**src/rtl/btn_evt_pkg.sv**
```systemverilog
// btn_evt_pkg: shared event codes, per-button state type and FIFO depth
package btn_evt_pkg;
  localparam logic [1:0] EVT_PRESS   = 2'd0;
  localparam logic [1:0] EVT_RELEASE = 2'd1;
  localparam logic [1:0] EVT_LONG    = 2'd2;
  localparam logic [1:0] EVT_REPEAT  = 2'd3;
  localparam int FIFO_DEPTH = 4;
  typedef enum logic [1:0] {ST_IDLE, ST_PRESSED, ST_HELD} btn_state_e;
endpackage

```
**src/rtl/button_event_ctrl_evt_fifo.sv**
```systemverilog
// evt_fifo: synchronous FIFO; a pop frees the entry a same-cycle push uses when full
module evt_fifo
  import btn_evt_pkg::*;
#(
  parameter int W = 4
) (
  input  logic         clk,
  input  logic         rst,
  input  logic         push,
  input  logic         pop,
  input  logic [W-1:0] din,
  output logic [W-1:0] dout,
  output logic         empty,
  output logic         full
);
  localparam int AW = $clog2(FIFO_DEPTH);
  logic [W-1:0] mem_q [FIFO_DEPTH];
  logic [AW-1:0] wr_q, rd_q;
  logic [AW:0] cnt_q;
  logic do_push, do_pop;
  assign empty   = cnt_q == '0;
  assign full    = cnt_q == (AW+1)'(FIFO_DEPTH);
  assign do_pop  = pop & ~empty;
  assign do_push = push & (~full | do_pop);
  assign dout    = empty ? '0 : mem_q[rd_q];
  // storage is never read while empty, so it needs no reset
  always_ff @(posedge clk)
    if (do_push) mem_q[wr_q] <= din;
  // read/write pointers and occupancy
  always_ff @(posedge clk)
    if (rst) begin
      wr_q  <= '0;
      rd_q  <= '0;
      cnt_q <= '0;
    end else begin
      if (do_push) wr_q <= wr_q + AW'(1);
      if (do_pop) rd_q <= rd_q + AW'(1);
      cnt_q <= cnt_q + (AW+1)'(do_push) - (AW+1)'(do_pop);
    end
endmodule

```
**src/rtl/button_event_ctrl.sv**
```systemverilog
// button_event_ctrl: per-button press/release/long/repeat detection, round-robin into an event FIFO
module button_event_ctrl
  import btn_evt_pkg::*;
#(
  parameter int          NUM_BUTTONS   = 4,
  parameter logic [23:0] LONG_CYCLES   = 24'd12_000_000,
  parameter logic [23:0] REPEAT_CYCLES = 24'd3_000_000,
  parameter bit          ACTIVE_LOW    = 1'b0
) (
  input  logic                           clk,
  input  logic                           rst,
  input  logic [NUM_BUTTONS-1:0]         btn,
  output logic                           evt_valid,
  input  logic                           evt_ready,
  output logic [1:0]                     evt_code,
  output logic [$clog2(NUM_BUTTONS)-1:0] evt_index,
  output logic [NUM_BUTTONS-1:0]         pressed,
  output logic                           overflow
);
  localparam int IW = $clog2(NUM_BUTTONS);
  logic [NUM_BUTTONS-1:0] lvl, pend_v, grant, drop;
  logic [NUM_BUTTONS-1:0][1:0] pend_c;
  logic [NUM_BUTTONS-1:0] pressed_q;
  logic [IW-1:0] ptr_q, ptr_d, gidx;
  logic found, can_push, fifo_empty, fifo_full, overflow_q;
  logic [IW+1:0] fifo_dout;
  assign lvl = ACTIVE_LOW ? ~btn : btn;
  genvar g;
  for (g = 0; g < NUM_BUTTONS; g++) begin : g_btn
    btn_state_e state_q, state_d;
    logic [23:0] cnt_q, cnt_d;
    logic ev_v, pv_q;
    logic [1:0] ev_c, pc_q;
    // release is checked first so it wins over a long/repeat in the same cycle
    always_comb begin
      state_d = state_q;
      cnt_d = cnt_q + 24'd1;
      ev_v = 1'b0;
      ev_c = EVT_PRESS;
      case (state_q)
        ST_IDLE: begin
          cnt_d = '0;
          if (lvl[g]) begin
            state_d = ST_PRESSED;
            ev_v = 1'b1;
          end
        end
        ST_PRESSED:
          if (!lvl[g]) begin
            state_d = ST_IDLE;
            cnt_d = '0;
            ev_v = 1'b1;
            ev_c = EVT_RELEASE;
          end else if (cnt_q == LONG_CYCLES - 24'd1) begin
            state_d = ST_HELD;
            cnt_d = '0;
            ev_v = 1'b1;
            ev_c = EVT_LONG;
          end
        ST_HELD:
          if (!lvl[g]) begin
            state_d = ST_IDLE;
            cnt_d = '0;
            ev_v = 1'b1;
            ev_c = EVT_RELEASE;
          end else if (cnt_q == REPEAT_CYCLES - 24'd1) begin
            cnt_d = '0;
            ev_v = 1'b1;
            ev_c = EVT_REPEAT;
          end
        default: begin
          state_d = ST_IDLE;
          cnt_d = '0;
        end
      endcase
    end
    // button FSM plus its single pending slot; a grant frees the slot for a same-cycle event
    always_ff @(posedge clk)
      if (rst) begin
        state_q <= ST_IDLE;
        cnt_q   <= '0;
        pv_q    <= 1'b0;
        pc_q    <= EVT_PRESS;
      end else begin
        state_q <= state_d;
        cnt_q   <= cnt_d;
        if (ev_v && (!pv_q || grant[g])) begin
          pv_q <= 1'b1;
          pc_q <= ev_c;
        end else if (grant[g]) pv_q <= 1'b0;
      end
    assign pend_v[g] = pv_q;
    assign pend_c[g] = pc_q;
    assign drop[g]   = ev_v & pv_q & ~grant[g];
  end
  // a full FIFO can still take a word when the head is being popped this cycle
  assign can_push = ~fifo_full | evt_ready;
  // round-robin search starting at the pointer; first pending slot wins
  always_comb begin
    found = 1'b0;
    gidx = '0;
    grant = '0;
    for (int k = 0; k < NUM_BUTTONS; k++) begin
      int j;
      j = int'(ptr_q) + k;
      if (j >= NUM_BUTTONS) j = j - NUM_BUTTONS;
      if (!found && can_push && pend_v[j]) begin
        found = 1'b1;
        gidx = IW'(j);
        grant[j] = 1'b1;
      end
    end
    ptr_d = !found ? ptr_q : gidx == IW'(NUM_BUTTONS - 1) ? '0 : gidx + IW'(1);
  end
  // pointer, sticky overflow and registered pressed levels
  always_ff @(posedge clk)
    if (rst) begin
      ptr_q      <= '0;
      overflow_q <= 1'b0;
      pressed_q  <= '0;
    end else begin
      ptr_q      <= ptr_d;
      overflow_q <= overflow_q | (|drop);
      pressed_q  <= lvl;
    end
  evt_fifo #(.W(IW + 2)) u_fifo (
    .clk  (clk),
    .rst  (rst),
    .push (found),
    .pop  (evt_ready),
    .din  ({pend_c[gidx], gidx}),
    .dout (fifo_dout),
    .empty(fifo_empty),
    .full (fifo_full)
  );
  assign evt_valid = ~fifo_empty;
  assign evt_code  = fifo_dout[IW+:2];
  assign evt_index = fifo_dout[IW-1:0];
  assign pressed   = pressed_q;
  assign overflow  = overflow_q;
endmodule

```
**config.mk**
```make
export PLATFORM = sky130hd
export DESIGN_NAME = button_event_ctrl
export DESIGN_NICKNAME = d
export VERILOG_FILES = /design/src/rtl/btn_evt_pkg.sv /design/src/rtl/button_event_ctrl_evt_fifo.sv /design/src/rtl/button_event_ctrl.sv
export SDC_FILE = /design/constraint.sdc
export NUM_CORES = 1
export LEC_CHECK = 0
export CAP_MARGIN = 20
export CELL_PAD_IN_SITES_DETAIL_PLACEMENT = 2
export CELL_PAD_IN_SITES_GLOBAL_PLACEMENT = 2
export CORE_MARGIN = 5
export CORE_UTILIZATION = 36
export DETAILED_ROUTE_END_ITERATION = 12
export PLACE_DENSITY_LB_ADDON = 0.1
export SYNTH_ARGS = -nofsm -noshare
export SYNTH_HDL_FRONTEND = slang
export SYNTH_SLANG_ARGS = --single-unit
```
**constraint.sdc**
```tcl
create_clock -name clk -period 2.8 [get_ports clk]
set_input_delay 0.56 -clock clk [delete_from_list [all_inputs] [get_ports clk]]
set_output_delay 0.56 -clock clk [all_outputs]
set_load 0.02 [all_outputs]
```
==> flow_summary.toml <==
[sta]
tns_ps = 0
setup_slack_ps = 49.42
holdWs_ps = 460.7
worstMarginPinSlew_ps = 657.1
setup_viol = 0
post-route-period-util = 0.9823
finalMaxSlewViolations = 0
rsz0062_at_grt = "true"
finalClockSkew_ps = 12.25
period_needed_ps = 2751
fmax_mhz = 363.6
hold_violations = 0
slew_headroom = 0.5558

[final_layout]
final_cells = 1177
layout_commonest_cell = "nor2_1"
final_core_util = 0.4386
mostFrequentLayoutCells = "nor2_1, dfxtp_1, nand2_1, xor2_1, xnor2_1"
layout-drive-gt1-share = 0.1279
diodes = 0
num-fill-cells = 2224
design_area_mm2 = 0.008960
fin_nets = 937
synthToLayoutAreaGrowth_pct = 19.15

[placed_design]
postPlaceCellArea_mm2 = 0.008238
port_buffers = 16
dp_slack_ps = -325.8
gp_congestion = 0.8930
dp_hpwl_um = 15120
dp.cells = 1142

[detailed_routing]
firstDrtPassIters = 4
num_vias = 6276
viasPerCell = 5.332
drt_iter0_drc = 285
routed_wl_um = 21270
wl_per_cell_um = 18.07
postRouteAntennaNets = 0
drc = 0

[floorplan]
core-area_mm2 = 0.02043
die_x_um = 154.5
row_count = 52
die_y_um = 154.5
ioPinCount = 17
dieArea_mm2 = 0.02388
initial_core_util = 0.3681

[global_routing]
grt_start_max_net_pins = 25
antenna_found_initial = 0
grtUsageTotal = 0.1820
grt_pass1_vias = 6978
grt-ovfl-total = 0
grt_pass1_wl_um = 35840

[logic_synthesis]
synth.top_cell.area_share = 0.3514
synth_area_leaders = "dfxtp_1, nor2_1, edfxtp_1, xor2_1, ha_1"
synthesis.nets = 884
synth-async-reset-ratio = 0
synth_edf_count = 16
syn_area_mm2 = 0.007520
synth.largest_area_cell = "dfxtp_1"
synth.avg_cell_area_um2 = 8.931
synth_cells = 842
ys_seq_elements = 148
synth-main-ff-cell = "dfxtp_1"
synth_cell_types = 65
yosys_warnings = 0
yosysSeqAreaShare = 0.4153

[pwr]
leakage_nw = 3.048
ir_worst_vdd_mv = 0.3642
cellPowerDensity_mw_per_mm2 = 779.2
total_power_mw = 6.982

[status]
status = "finished, final reports clean"

[cts]
worstSkewPairLatency_ps = 430
clk_path_buf_depth = 2
htreeDepth = 4
hold_buffers = 0
cts_buffers = 17
clkTransAtPathRegs_ps = 70
cts_tree = "done"
cts_sinks = 148
clockRootBuffer = "clkbuf_16"

[setup_path]
required_ps = 3110
cp.arrival_ps = 3060
critical_path.startpoint_type = "flop"
worstPathMaxFanout = 11
critPathKind = "flop to flop"
worstSetupEndpointType = "flop"

[worst_hold_path]
hold_class = "flop to flop"

[flow_run]
maxCapViolCount = 0
## state kept, by name (all words and copies together), names as in the netlist, named ones only
name	count
g_btn.cnt_q	96
pressed	4
g_btn.pv_q	4
ptr_q	2
g_btn.state_q	8
g_btn.pc_q	8
u_fifo.wr_q	2
u_fifo.cnt_q	3
overflow	1
u_fifo.rd_q	2
u_fifo.mem_q	16
## synth_stat cells (all sizes together), types with 3 or more instances
master / count
nor2: 148
dfxtp: 132
nand2: 59
xor2: 49
xnor2: 44
inv: 39
nand3: 38
ha: 34
nand4: 28
a21oi: 24
clkbuf: 23
o21ai: 21
nor3: 18
and3: 16
edfxtp: 16
and2: 15
nor4: 10
mux2i: 9
nand4b: 8
nor2b: 8
a31oi: 7
and4: 7
mux4: 7
nor3b: 7
or4b: 7
or4: 6
a221o: 5
or2: 5
nor4b: 4
a2111o: 3
a211oi: 3
a221oi: 3
nand2b: 3
o31ai: 3
## final cells by class
cell class | count | area (µm²) | area share
clock buffers | 19 | 454.2 | 0.05069
multi-input cells | 630 | 4223 | 0.4713
well taps | 270 | 337.8 | 0.03770
repair buffers | 59 | 490.5 | 0.05474
inverters | 39 | 146.4 | 0.01634
clock inverters | 12 | 178.9 | 0.01997
flip-flops and latches | 148 | 3129 | 0.3493
## path summary, 6_finish.rpt
| path | startpoint | end | slack, ps | cells after the start |
|---|---|---|---|---|
| setup / recovery | ptr_q[0] | g_btn[1].pc_q[1] | 50 | 8 |
| hold / removal | g_btn[0].cnt_q[0] | g_btn[0].cnt_q[0] | 460 | 1 |
| setup reg to reg | ptr_q[0] | g_btn[1].pc_q[1] | 50 | 8 |
| hold reg to reg | g_btn[0].cnt_q[0] | g_btn[0].cnt_q[0] | 460 | 1 |
## routing by layer
| layer | vias to the layer above | track usage | wire [µm] |
|---|---|---|---|
| met3 | 20 | 0.03772 | 424 |
| met5 | - | 0 | 0 |
| met4 | 0 | 0.03911 | 234 |
| met2 | 53 | 0.3336 | 10940 |
| met1 | 3166 | 0.2193 | 9674 |
| li1 | 3037 | - | - |
## cell families after synthesis
logic type | synth area share
XOR/XNOR | 0.1083
adder cells (fa/ha/maj) | 0.05923
AND/OR/NAND/NOR | 0.2705
multiplexers | 0.03494
AO/OA/AOI/OAI | 0.07854
buffers and inverters | 0.03311
flip-flops | 0.4153
## worst max-delay path: stages, from the launching register on
cell	delay, ps
dfxtp_4	370
buf_8	140
mux4_2	530
or2_4	270
a211oi_4	350
a221oi_2	150
buf_4	160
a311o_2	370
mux2_4	300
## report_power, final
group	internal, mW	total, mW	switching, mW	leakage [nW]
logic	0.942	1.98	1.04	1.53
clock network	1.54	2.50	0.955	0.300
registers	2.38	2.50	0.125	1.22
total	4.86	6.98	2.12	3.05
## what timing repair did
action	CTS	global route
resized for setup	5	13
setup buffers	3	1
pin swaps	1	2
endpoints found under the setup margin	3	21
gates cloned	0	0
(Power assumes the default switching activity.)
